==> src/rtl/complete_stage_if.sv <==
// -----------------------------------------------------------------------------
// complete_stage_if
//   Groups the functional-unit completion handshake and the CDB broadcast
//   lanes of the complete stage into one bundle.
//
//   FU side (one slot per functional unit):
//     fu_valid[k]          completion offered by FU k this cycle
//     fu_tag[k]            destination physical-register tag (0 = no dest)
//     fu_result[k]         result value
//     fu_ready[k]          complete stage can take a completion from FU k
//   CDB side (one slot per broadcast lane):
//     complete_dest_tag[j] tag broadcast on lane j, 0 = lane idle
//     complete_value[j]    value paired with complete_dest_tag[j]
//     complete_num         number of non-idle lanes
//
//   Modports: master = FUs plus CDB consumers, slave = complete stage.
// -----------------------------------------------------------------------------
interface complete_stage_if #(
  parameter int N_FU     = 4,
  parameter int N_WAY    = 2,
  parameter int CDB_BITS = 6,
  parameter int XLEN     = 32
);
  localparam int NUM_W = $clog2(N_WAY) + 1;

  logic [N_FU-1:0]                fu_valid;
  logic [N_FU-1:0][CDB_BITS-1:0]  fu_tag;
  logic [N_FU-1:0][XLEN-1:0]      fu_result;
  logic [N_FU-1:0]                fu_ready;

  logic [N_WAY-1:0][CDB_BITS-1:0] complete_dest_tag;
  logic [N_WAY-1:0][XLEN-1:0]     complete_value;
  logic [NUM_W-1:0]               complete_num;

  modport master (
    output fu_valid, fu_tag, fu_result,
    input  fu_ready, complete_dest_tag, complete_value, complete_num
  );

  modport slave (
    input  fu_valid, fu_tag, fu_result,
    output fu_ready, complete_dest_tag, complete_value, complete_num
  );
endinterface

==> src/rtl/complete_stage.sv <==
// -----------------------------------------------------------------------------
// complete_stage
//   Collects completions from N_FU functional units into small per-FU FIFOs
//   and broadcasts up to N_WAY of them per cycle on the common data bus.
//   A round-robin arbiter picks which non-empty FIFOs pop each cycle; the
//   picked heads are packed into the lowest lanes and registered.
//
//   Ports:
//     clock        rising-edge clock for all state
//     reset        synchronous, active-high; beats take_branch and traffic
//     take_branch  mispredict flush: empties FIFOs, idles the lanes
//     bus          complete_stage_if.slave (FU handshake + CDB lanes)
//
//   Latency: pushed at edge t, eligible for grant in the next cycle, visible
//   on the lanes after edge t+1.
// -----------------------------------------------------------------------------
module complete_stage #(
  parameter int N_FU     = 4,
  parameter int N_WAY    = 2,
  parameter int CDB_BITS = 6,
  parameter int XLEN     = 32
) (
  input  logic              clock,
  input  logic              reset,
  input  logic              take_branch,
  complete_stage_if.slave   bus
);

  // Two entries per FU; head/tail are single toggling bits because of this.
  localparam int FIFO_DEPTH = 2;
  localparam int PTR_W      = (N_FU > 1) ? $clog2(N_FU) : 1;
  localparam int NUM_W      = $clog2(N_WAY) + 1;

  // ---------------------------------------------------------------------------
  // State
  // ---------------------------------------------------------------------------
  logic [CDB_BITS-1:0]            r_tag   [N_FU][FIFO_DEPTH];
  logic [XLEN-1:0]                r_res   [N_FU][FIFO_DEPTH];
  logic [N_FU-1:0]                r_head;
  logic [N_FU-1:0]                r_tail;
  logic [1:0]                     r_count [N_FU];
  logic [PTR_W-1:0]               r_rr_ptr;

  logic [N_WAY-1:0][CDB_BITS-1:0] r_out_tag;
  logic [N_WAY-1:0][XLEN-1:0]     r_out_val;
  logic [NUM_W-1:0]               r_out_num;

  // ---------------------------------------------------------------------------
  // Combinational signals
  // ---------------------------------------------------------------------------
  logic [N_FU-1:0]                w_ready;
  logic [N_FU-1:0]                w_push;
  logic [N_FU-1:0]                w_grant;
  logic [N_WAY-1:0][CDB_BITS-1:0] w_lane_tag;
  logic [N_WAY-1:0][XLEN-1:0]     w_lane_val;
  logic [NUM_W-1:0]               w_num;
  logic [PTR_W-1:0]               w_rr_next;
  logic [N_WAY-1:0]               w_lane_busy;

  // (base + off) mod N_FU, used to walk the FUs starting at the RR pointer.
  function automatic logic [PTR_W-1:0] wrap_idx(input logic [PTR_W-1:0] base,
                                                input int unsigned     off);
    int unsigned s;
    s = {{(32-PTR_W){1'b0}}, base} + off;
    return PTR_W'(s % N_FU);
  endfunction

  // Ready is taken from the registered count only: a full FIFO stays not-ready
  // even in a cycle where it is being popped, which keeps fu_ready free of any
  // path through the arbiter.
  // Tag 0 means "no destination": the handshake completes but nothing is
  // stored. Flush and reset discard whatever is offered in their cycle.
  // NOTE: every signal assigned in always_comb gets a default at the top of
  // the block; a path that leaves one unassigned would infer a latch.
  always_comb begin
    w_ready = '0;
    w_push  = '0;
    for (int k = 0; k < N_FU; k++) begin
      w_ready[k] = (r_count[k] < 2'(FIFO_DEPTH));
      w_push[k]  = bus.fu_valid[k] && w_ready[k] && (bus.fu_tag[k] != '0)
                   && !take_branch && !reset;
    end
  end

  // ---------------------------------------------------------------------------
  // Round-robin arbiter: walk from r_rr_ptr upward (mod N_FU), grant the first
  // N_WAY non-empty FIFOs and pack their heads into lanes 0.. in grant order.
  // Each FIFO is visited once per walk, so it is granted at most once.
  // ---------------------------------------------------------------------------
  always_comb begin : arbiter
    int               n;
    logic [PTR_W-1:0] idx;
    w_grant    = '0;
    w_lane_tag = '0;
    w_lane_val = '0;
    w_num      = '0;
    w_rr_next  = r_rr_ptr;
    n          = 0;
    idx        = '0;
    for (int unsigned i = 0; i < N_FU; i++) begin
      idx = wrap_idx(r_rr_ptr, i);
      if (r_count[idx] != 2'd0 && n < N_WAY) begin
        w_grant[idx] = 1'b1;
        for (int j = 0; j < N_WAY; j++) begin
          if (j == n) begin
            w_lane_tag[j] = r_tag[idx][r_head[idx]];
            w_lane_val[j] = r_res[idx][r_head[idx]];
          end
        end
        n = n + 1;
        // Pointer lands just past the last FIFO served this cycle.
        w_rr_next = wrap_idx(idx, 1);
      end
    end
    w_num = NUM_W'(n);
  end

  // ---------------------------------------------------------------------------
  // FIFO control, RR pointer and output lanes. Reset and flush clear the same
  // state; reset additionally wins because pushes are already gated by it.
  // Grants computed in a flush cycle are dropped because the lanes load zero.
  // NOTE: sequential state is written with non-blocking assignments so every
  // register samples the pre-edge values regardless of statement order.
  // ---------------------------------------------------------------------------
  always_ff @(posedge clock) begin
    if (reset || take_branch) begin
      for (int k = 0; k < N_FU; k++) begin
        r_count[k] <= '0;
      end
      r_head    <= '0;
      r_tail    <= '0;
      r_rr_ptr  <= '0;
      r_out_tag <= '0;
      r_out_val <= '0;
      r_out_num <= '0;
    end else begin
      for (int k = 0; k < N_FU; k++) begin
        if (w_push[k])  r_tail[k] <= ~r_tail[k];
        if (w_grant[k]) r_head[k] <= ~r_head[k];
        // Push and pop together leave the occupancy unchanged.
        unique case ({w_push[k], w_grant[k]})
          2'b10:   r_count[k] <= r_count[k] + 2'd1;
          2'b01:   r_count[k] <= r_count[k] - 2'd1;
          default: r_count[k] <= r_count[k];
        endcase
      end
      r_rr_ptr  <= w_rr_next;
      r_out_tag <= w_lane_tag;
      r_out_val <= w_lane_val;
      r_out_num <= w_num;
    end
  end

  // FIFO payload storage.
  // NOTE: the payload array has no reset; the counts alone decide which slots
  // are live, so stale contents are never read and the RAM stays reset-free.
  always_ff @(posedge clock) begin
    for (int k = 0; k < N_FU; k++) begin
      if (w_push[k]) begin
        r_tag[k][r_tail[k]] <= bus.fu_tag[k];
        r_res[k][r_tail[k]] <= bus.fu_result[k];
      end
    end
  end

  // ---------------------------------------------------------------------------
  // Outputs: lanes come straight from registers.
  // ---------------------------------------------------------------------------
  assign bus.fu_ready          = w_ready;
  assign bus.complete_dest_tag = r_out_tag;
  assign bus.complete_value    = r_out_val;
  assign bus.complete_num      = r_out_num;

  // ---------------------------------------------------------------------------
  // Structural invariants
  // ---------------------------------------------------------------------------
  always_comb begin
    w_lane_busy = '0;
    for (int j = 0; j < N_WAY; j++) begin
      w_lane_busy[j] = (r_out_tag[j] != '0);
    end
  end

  // Stored tags are never 0, so busy lanes and the lane count must agree.
  a_num_matches_lanes: assert property (@(posedge clock) disable iff (reset)
    r_out_num == NUM_W'($countones(w_lane_busy)));

  for (genvar k = 0; k < N_FU; k++) begin : g_fifo_chk
    a_count_bound: assert property (@(posedge clock) disable iff (reset)
      r_count[k] <= 2'(FIFO_DEPTH));
  end

endmodule

==> src/flat_wrapper.sv <==
// flat-port wrapper written by rule: the top's interface ports become plain ports
module complete_stage_flat 
#(
  parameter int N_FU     = 4,
  parameter int N_WAY    = 2,
  parameter int CDB_BITS = 6,
  parameter int XLEN     = 32
)
  (clock, reset, take_branch, bus_fu_valid, bus_fu_tag, bus_fu_result, bus_fu_ready, bus_complete_dest_tag, bus_complete_value, bus_complete_num);
  complete_stage_if #(.N_FU(N_FU), .N_WAY(N_WAY), .CDB_BITS(CDB_BITS), .XLEN(XLEN)) bus_i ();
  input  logic clock;
  input  logic reset;
  input  logic take_branch;
  input wire logic [$bits(bus_i.fu_valid)-1:0] bus_fu_valid;
  input wire logic [$bits(bus_i.fu_tag)-1:0] bus_fu_tag;
  input wire logic [$bits(bus_i.fu_result)-1:0] bus_fu_result;
  output wire logic [$bits(bus_i.fu_ready)-1:0] bus_fu_ready;
  output wire logic [$bits(bus_i.complete_dest_tag)-1:0] bus_complete_dest_tag;
  output wire logic [$bits(bus_i.complete_value)-1:0] bus_complete_value;
  output wire logic [$bits(bus_i.complete_num)-1:0] bus_complete_num;
  assign bus_i.fu_valid = bus_fu_valid;
  assign bus_i.fu_tag = bus_fu_tag;
  assign bus_i.fu_result = bus_fu_result;
  assign bus_fu_ready = bus_i.fu_ready;
  assign bus_complete_dest_tag = bus_i.complete_dest_tag;
  assign bus_complete_value = bus_i.complete_value;
  assign bus_complete_num = bus_i.complete_num;
  complete_stage #(.N_FU(N_FU), .N_WAY(N_WAY), .CDB_BITS(CDB_BITS), .XLEN(XLEN)) u_core (.clock(clock), .reset(reset), .take_branch(take_branch), .bus(bus_i));
endmodule
==> config.mk <==
export PLATFORM = sky130hd
export DESIGN_NAME = complete_stage_flat
export DESIGN_NICKNAME = d
export VERILOG_FILES = /design/src/rtl/complete_stage_if.sv /design/src/rtl/complete_stage.sv /design/src/flat_wrapper.sv
export SDC_FILE = /design/constraint.sdc
export NUM_CORES = 1
export LEC_CHECK = 0
export BUFFER_PORTS_ARGS = -buffer_cell sky130_fd_sc_hd__buf_2
export CELL_PAD_IN_SITES_DETAIL_PLACEMENT = 1
export CELL_PAD_IN_SITES_GLOBAL_PLACEMENT = 1
export CORE_MARGIN = 2
export CORE_UTILIZATION = 40
export DETAILED_ROUTE_END_ITERATION = 7
export PLACE_DENSITY_LB_ADDON = 0.1
export SLEW_MARGIN = 20
export SYNTH_ARGS = -nofsm -noshare
export SYNTH_HDL_FRONTEND = slang
export SYNTH_SLANG_ARGS = --single-unit
==> constraint.sdc <==
create_clock -name clock -period 10.95 [get_ports clock]
set_input_delay 3.285 -clock clock [delete_from_list [all_inputs] [get_ports clock]]
set_output_delay 3.285 -clock clock [all_outputs]
set_load 0.03 [all_outputs]
### Word-level counts from Yosys, hierarchy flattened

Memories as Yosys holds them, arrays and structs flattened. A register that Yosys moved wholly into a read port is not among the register bits.
Cells that the tools add are included.

* bitwise operators: 31
* muxes and demuxes: 156
* equality and inequality tests: 11
* order comparisons: 27
* reductions and logical operators: 46
* $add $sub $neg: 17

Operators with widths (count)
* $mux 32: 25
* $mux 64: 7
* $mux 6: 23
* $demux 32 s1: 4
* $logic_not 32->1: 3
* $mux 12: 7
* $eq 2x32->1 const A: 2
* $lt 32x3->1 const B: 2
* $mux 1: 51
* $mux 2: 23
* $add 32x2->32 const B: 1
* $logic_and 1x1->1: 27
* $demux 6 s1: 4
* $reduce_bool 6->1: 4
* $add 2x1->2 const B: 8
* $ge 2x2->1 const B: 8
* $mux 4: 4
* $not 1->2: 8
* $lt 2x3->1 const B: 4
* $or 1x1->1: 12
* $or 4x4->4: 3
* $bmux 1 s2: 4
* $demux 1 s2: 4
* $eq 2x1->1 const B: 4
* 15 further kinds: 46

* output and inout bits: 82
* memories: 3
* logic and storage cells: 305
* RAM bits: 312
* input port bits: 159
* bits in registers: 88

Memory list
* u_core.r_res: words 4, width 64, rd ports 4, clocked after memory_dff 1, write ports 4, line complete_stage.sv:38 `logic [XLEN-1:0] r_res [N_FU][FIFO_DEPTH];`
* u_core.r_tag: words 4, width 12, rd ports 4, clocked after memory_dff 1, write ports 4, line complete_stage.sv:37 `logic [CDB_BITS-1:0] r_tag [N_FU][FIFO_DEPTH];`
* u_core.r_count: words 4, width 2, rd ports 8, clocked after memory_dff 1, write ports 4, line complete_stage.sv:41 `logic [1:0] r_count [N_FU];`

### Logic depth before layout (Yosys ltp)

* depth in word-level cells: 18
* depth in mapped cells: 17
* mapped depth without buffers: 13

### Least setup slack after synthesis

OpenSTA, ideal clock, no wires.

* path type: input port to flip-flop
* start: input take_branch
* end: memory u_core.r_res[3][32] (netlist bit), enable pin
* buffers on the path: 1
* required time: 10517 ps
* setup slack: 4253 ps
* stages on the path: 5
* setup time: 433 ps
* arrival: 6263 ps
* path through: or2_2 > clkbuf_1 > a2111oi_0 > inv_1 > nor2_1

RTL lines
* start, declared: line flat_wrapper.sv:13 `input logic take_branch;`
* end, declared: line complete_stage.sv:38

### Worst setup path in the final report

* start: register u_core.r_rr_ptr[0]
* end: register u_core.r_out_val, in the netlist u_core.bus.complete_value[13]

* cells in the longest elaborated chain, start to end: 13
* elaborated cells between the ends (all ways): 49
* classes of those cells: add/sub: 4; order compare: 2; mux: 29; bitwise: 4; reduce/logical: 8; memory: 2

Ends and longest elaborated chain
* start, declared: line complete_stage.sv:42 `logic [PTR_W-1:0] r_rr_ptr;`
* start signal, assigned: line complete_stage.sv:147 `r_rr_ptr <= w_rr_next;`
* parallel branches: the longest is 12 deep, another holds $lt 32x3->1
* $mux 64 *: line complete_stage.sv:102 `if (r_count[idx] != 2'd0 && n < N_WAY) begin`
* end signal, assigned: line complete_stage.sv:149 `r_out_val <= w_lane_val;`
* end, declared: line complete_stage.sv:45 `logic [N_WAY-1:0][XLEN-1:0] r_out_val;`

Mark *: on every way between the ends. The select of a mux whose other input is x is not followed.
A chain may end at the register's enable or synchronous reset.

==> flow_summary.ini <==
[logic_synthesis]
synth_warnings = 0
syn_nets = 1604
synth_cell_type_count = 52
synth_edf_count = 312
synth.avg_cell_area_sq_um = 15.65
async_flop_share_pct = 0
synth_xor_area_share_pct = 0.4709
synth_seq_cells = 402
synth-simple-area-share_pct = 3.324
synth_top_family_by_area = multiplexers
netlist_instances = 1426
syn_area_sq_mm = 0.02232
seq_area_frac_synth_pct = 50.04
synth_fa_ha_area_share_pct = 1.099
synth_compound_area_share_pct = 6.973
synth_flop_cell = edfxtp_1
muxShareOfSynthArea_pct = 35.24

[sta]
worst_slew_margin_rel_pct = 29.85
finalSetupViolCount = 0
rsz0062_at_grt = no
hold_viol = 0
clock.fmax_ghz = 0.1654
clock_skew_ps = 12.24
worst_pin_slew_ps = 1052
layout_min_cycle_time_ps = 6044
fin_setup_tns_ps = 0
period_share_pct = 55.20
slew_viol_final = 0

[setup_path]
critPathCaptureType = register
required_ps = 11380
crit_type = reg -> reg
slowest_delay_ps = 810
path_max_fanout = 35
cpLargestDelayFamily = adder cells
cp-start-kind = register
path_cells = inv_1 -> ha_4 -> mux4_2 -> ha_1 -> nor2_2 -> fa_1 -> inv_1 -> ha_1 -> nor2b_1 -> nand3_1 -> nand4_1 -> buf_4 -> o221ai_1
critical_path_arrival_ps = 6470
critPathBufInv = 3
critPathSlowestCell = ha_4

[global_route]
overflow = 0
grt_start_max_net_pins = 135
grt_pass1_wl_mm = 109.2
grt_pass1_vias = 15960
antenna_found_initial = 1
track_usage_pct = 26.31

[detailed_routing]
drt_wl_total_mm = 75.74
avgViaCountPerCell = 6.336
drt_iter0_drc = 1403
route.detailed.drc = 0
dr.pass1.iters = 5
wire_per_inst_microns = 31.65
vias = 15160
ant_nets = 0

[clock_tree]
numCtsBuffers = 48
htreeDepth = 2
root_buffer = clkbuf_16
clock_path_buffers = 3
post-cts-setup-buffer-count = 0
cts.sinks = 402
cts_tree = yes
hold_buffers = 0
cts_resized = 0
cts.clk_slew.worst_paths_ps = 60
clkLatencyLatePin_ps = 590

[die]
coreArea_sq_mm = 0.05509
num_rows = 86
die_h_microns = 240.2
ios = 241
dieArea_sq_mm = 0.05771
initial_core_util_pct = 40.52
die-width_microns = 240.2

[cells_and_area]
area.growth.synth_to_final_pct = 15.83
fin_area_sq_mm = 0.02586
final_cells = 2393
multi_input_area_sq_mm = 0.01062
layout-drive-gt1-share_pct = 49.45
fin_nets = 1782
nFillCells = 5384
seq_area_sq_mm = 0.01120

[pwr]
switching_power_mw = 2.906
power.share.clock_pct = 23.5
power_switching_share_pct = 41.44
ir_drop_v = 0.0002072
sequentialPowerShare_pct = 30.0
p_leak_nw = 8.431
intPower_mw = 4.107
powerDensity_mw_per_mm2 = 271.3
p_comb_share_pct = 46.5

[placed_design]
numPlacedInstances = 2301
port_buffers = 240
hpwl_mm = 46.29
place_area_sq_mm = 0.02421
gp_congestion = 0.8165

[status]
outcome = finished clean

[flow_run]
drv_cap = 0

[min_path]
min_path_type = reg -> reg
==> layout make-up <==
class                   instances  share of cell area (%)
flip-flops and latches        402                   43.32
multi-input cells             871                   41.07
repair buffers                264                   5.483
clock buffers                  59                   5.004
well taps                     748                   3.620
clock inverters                31                   1.244
inverters                      17                  0.2468
diodes                          1                0.009678
==> flip-flops by register name (all words and copies together), names as in the netlist, named ones only <==
name                          flops
u_core.r_res                    256
u_core.bus.complete_value        64
u_core.r_tag                     48
u_core.bus.complete_dest_tag     12
u_core.r_count                    8
u_core.r_head                     4
u_core.r_tail                     4
u_core.bus.complete_num           2
u_core.r_rr_ptr                   2
==> worst min-delay path: stages (launching register included) <==
cell and delay (ps):
dfxtp_1 360, xnor2_1 170, nor2_1 40
==> synthesized netlist by cell type (all sizes together) (9+ instances only) <==
master  count  area (sq um)
mux2      188          2117
edfxtp    312          9369
mux2i      50         500.5
nor3       42         210.2
inv        17         63.81
a21oi      78         390.4
ha         18         225.2
nand3      39         195.2
nand2      13         48.80
nor2       34         130.1
clkbuf     85         319.1
xnor2       9         78.83
buf        51         254.0
mux4      233          5248
o21ai      39         195.2
o221ai     38         457.9
a22oi      38         285.3
dfxtp      90          1802
==> metrics by stage <==
stage | power, mW | util, % | setup slack [ps] | hold slack, ps
floorplan | 4.313 | - | 4253 | 498.4
global placement | 5.324 | 43.94 | 4773 | 579.3
detailed placement | 5.362 | 43.94 | 4710 | 593.5
CTS | 7.028 | 46.87 | 4942 | 607.3
global route | 7.318 | 46.93 | 4638 | 649.2
finish | 7.014 | 46.93 | 4906 | 609.0
==> cells by family (layout without fill, tap and decap cells) <==
group           Yosys count  after routing
other cells               0              1
buf+inv                 153            371
mux                     471            471
fa+ha+maj                19             19
xor+xnor                 12             12
flops                   402            402
compound gates          216            216
simple gates            153            153
==> power groups by stage <==
stage | Combinational, mW | Sequential (mW) | Clock [mW]
6_report | 3.26 | 2.10 | 1.65
5_1_grt | 3.47 | 2.12 | 1.73
4_1_cts | 3.25 | 2.10 | 1.68
3_5_place_dp | 3.23 | 2.13 | 0
3_3_place_gp | 3.19 | 2.13 | 0
2_1_floorplan | 2.22 | 2.09 | 0
==> layer usage <==
metal,track usage [%],vias up,routed length [microns]
li1,-,6301,-
met1,35.01,8045,31030
met2,43.90,694,37260
met3,4.328,122,5156
met4,8.790,0,2287
met5,0,-,0
==> cells in the final DEF (no fill, tap or decap), types with 2 or more instances in the layout <==
master,n
a211oi_1,2
a21oi_1,78
a221o_1,3
a22o_1,5
a22oi_1,38
buf_2,240
buf_4,21
bufinv_16,6
clkbuf_1,7
clkbuf_16,49
clkbuf_8,3
clkinv_1,6
clkinv_2,12
clkinv_4,3
clkinvlp_4,2
dfxtp_1,82
dfxtp_4,8
edfxtp_1,312
ha_1,17
inv_1,16
inv_6,2
mux2_2,187
mux2i_1,50
mux4_2,231
mux4_4,2
nand2_1,12
nand3_1,39
nand4_1,4
nor2_1,24
nor2_4,9
nor2b_1,3
nor3_1,42
nor4_1,4
o21ai_0,39
o221ai_1,18
o221ai_2,20
or2_2,4
or3_1,5
xnor2_1,9
xor2_1,3
==> final timing paths <==
| kind | slack (ps) | end | start | depth (start not counted) |
|---|---|---|---|---|
| worst max register to register | 4910 | u_core.bus.complete_value[13] | u_core.r_rr_ptr[0] | 13 |
| worst max-delay path | 4910 | u_core.bus.complete_value[13] | u_core.r_rr_ptr[0] | 13 |
| worst min register to register | 610 | u_core.r_tail[3] | u_core.r_tail[3] | 2 |
| worst min-delay path | 610 | u_core.r_tail[3] | u_core.r_tail[3] | 2 |
(Power assumes the default switching activity.)
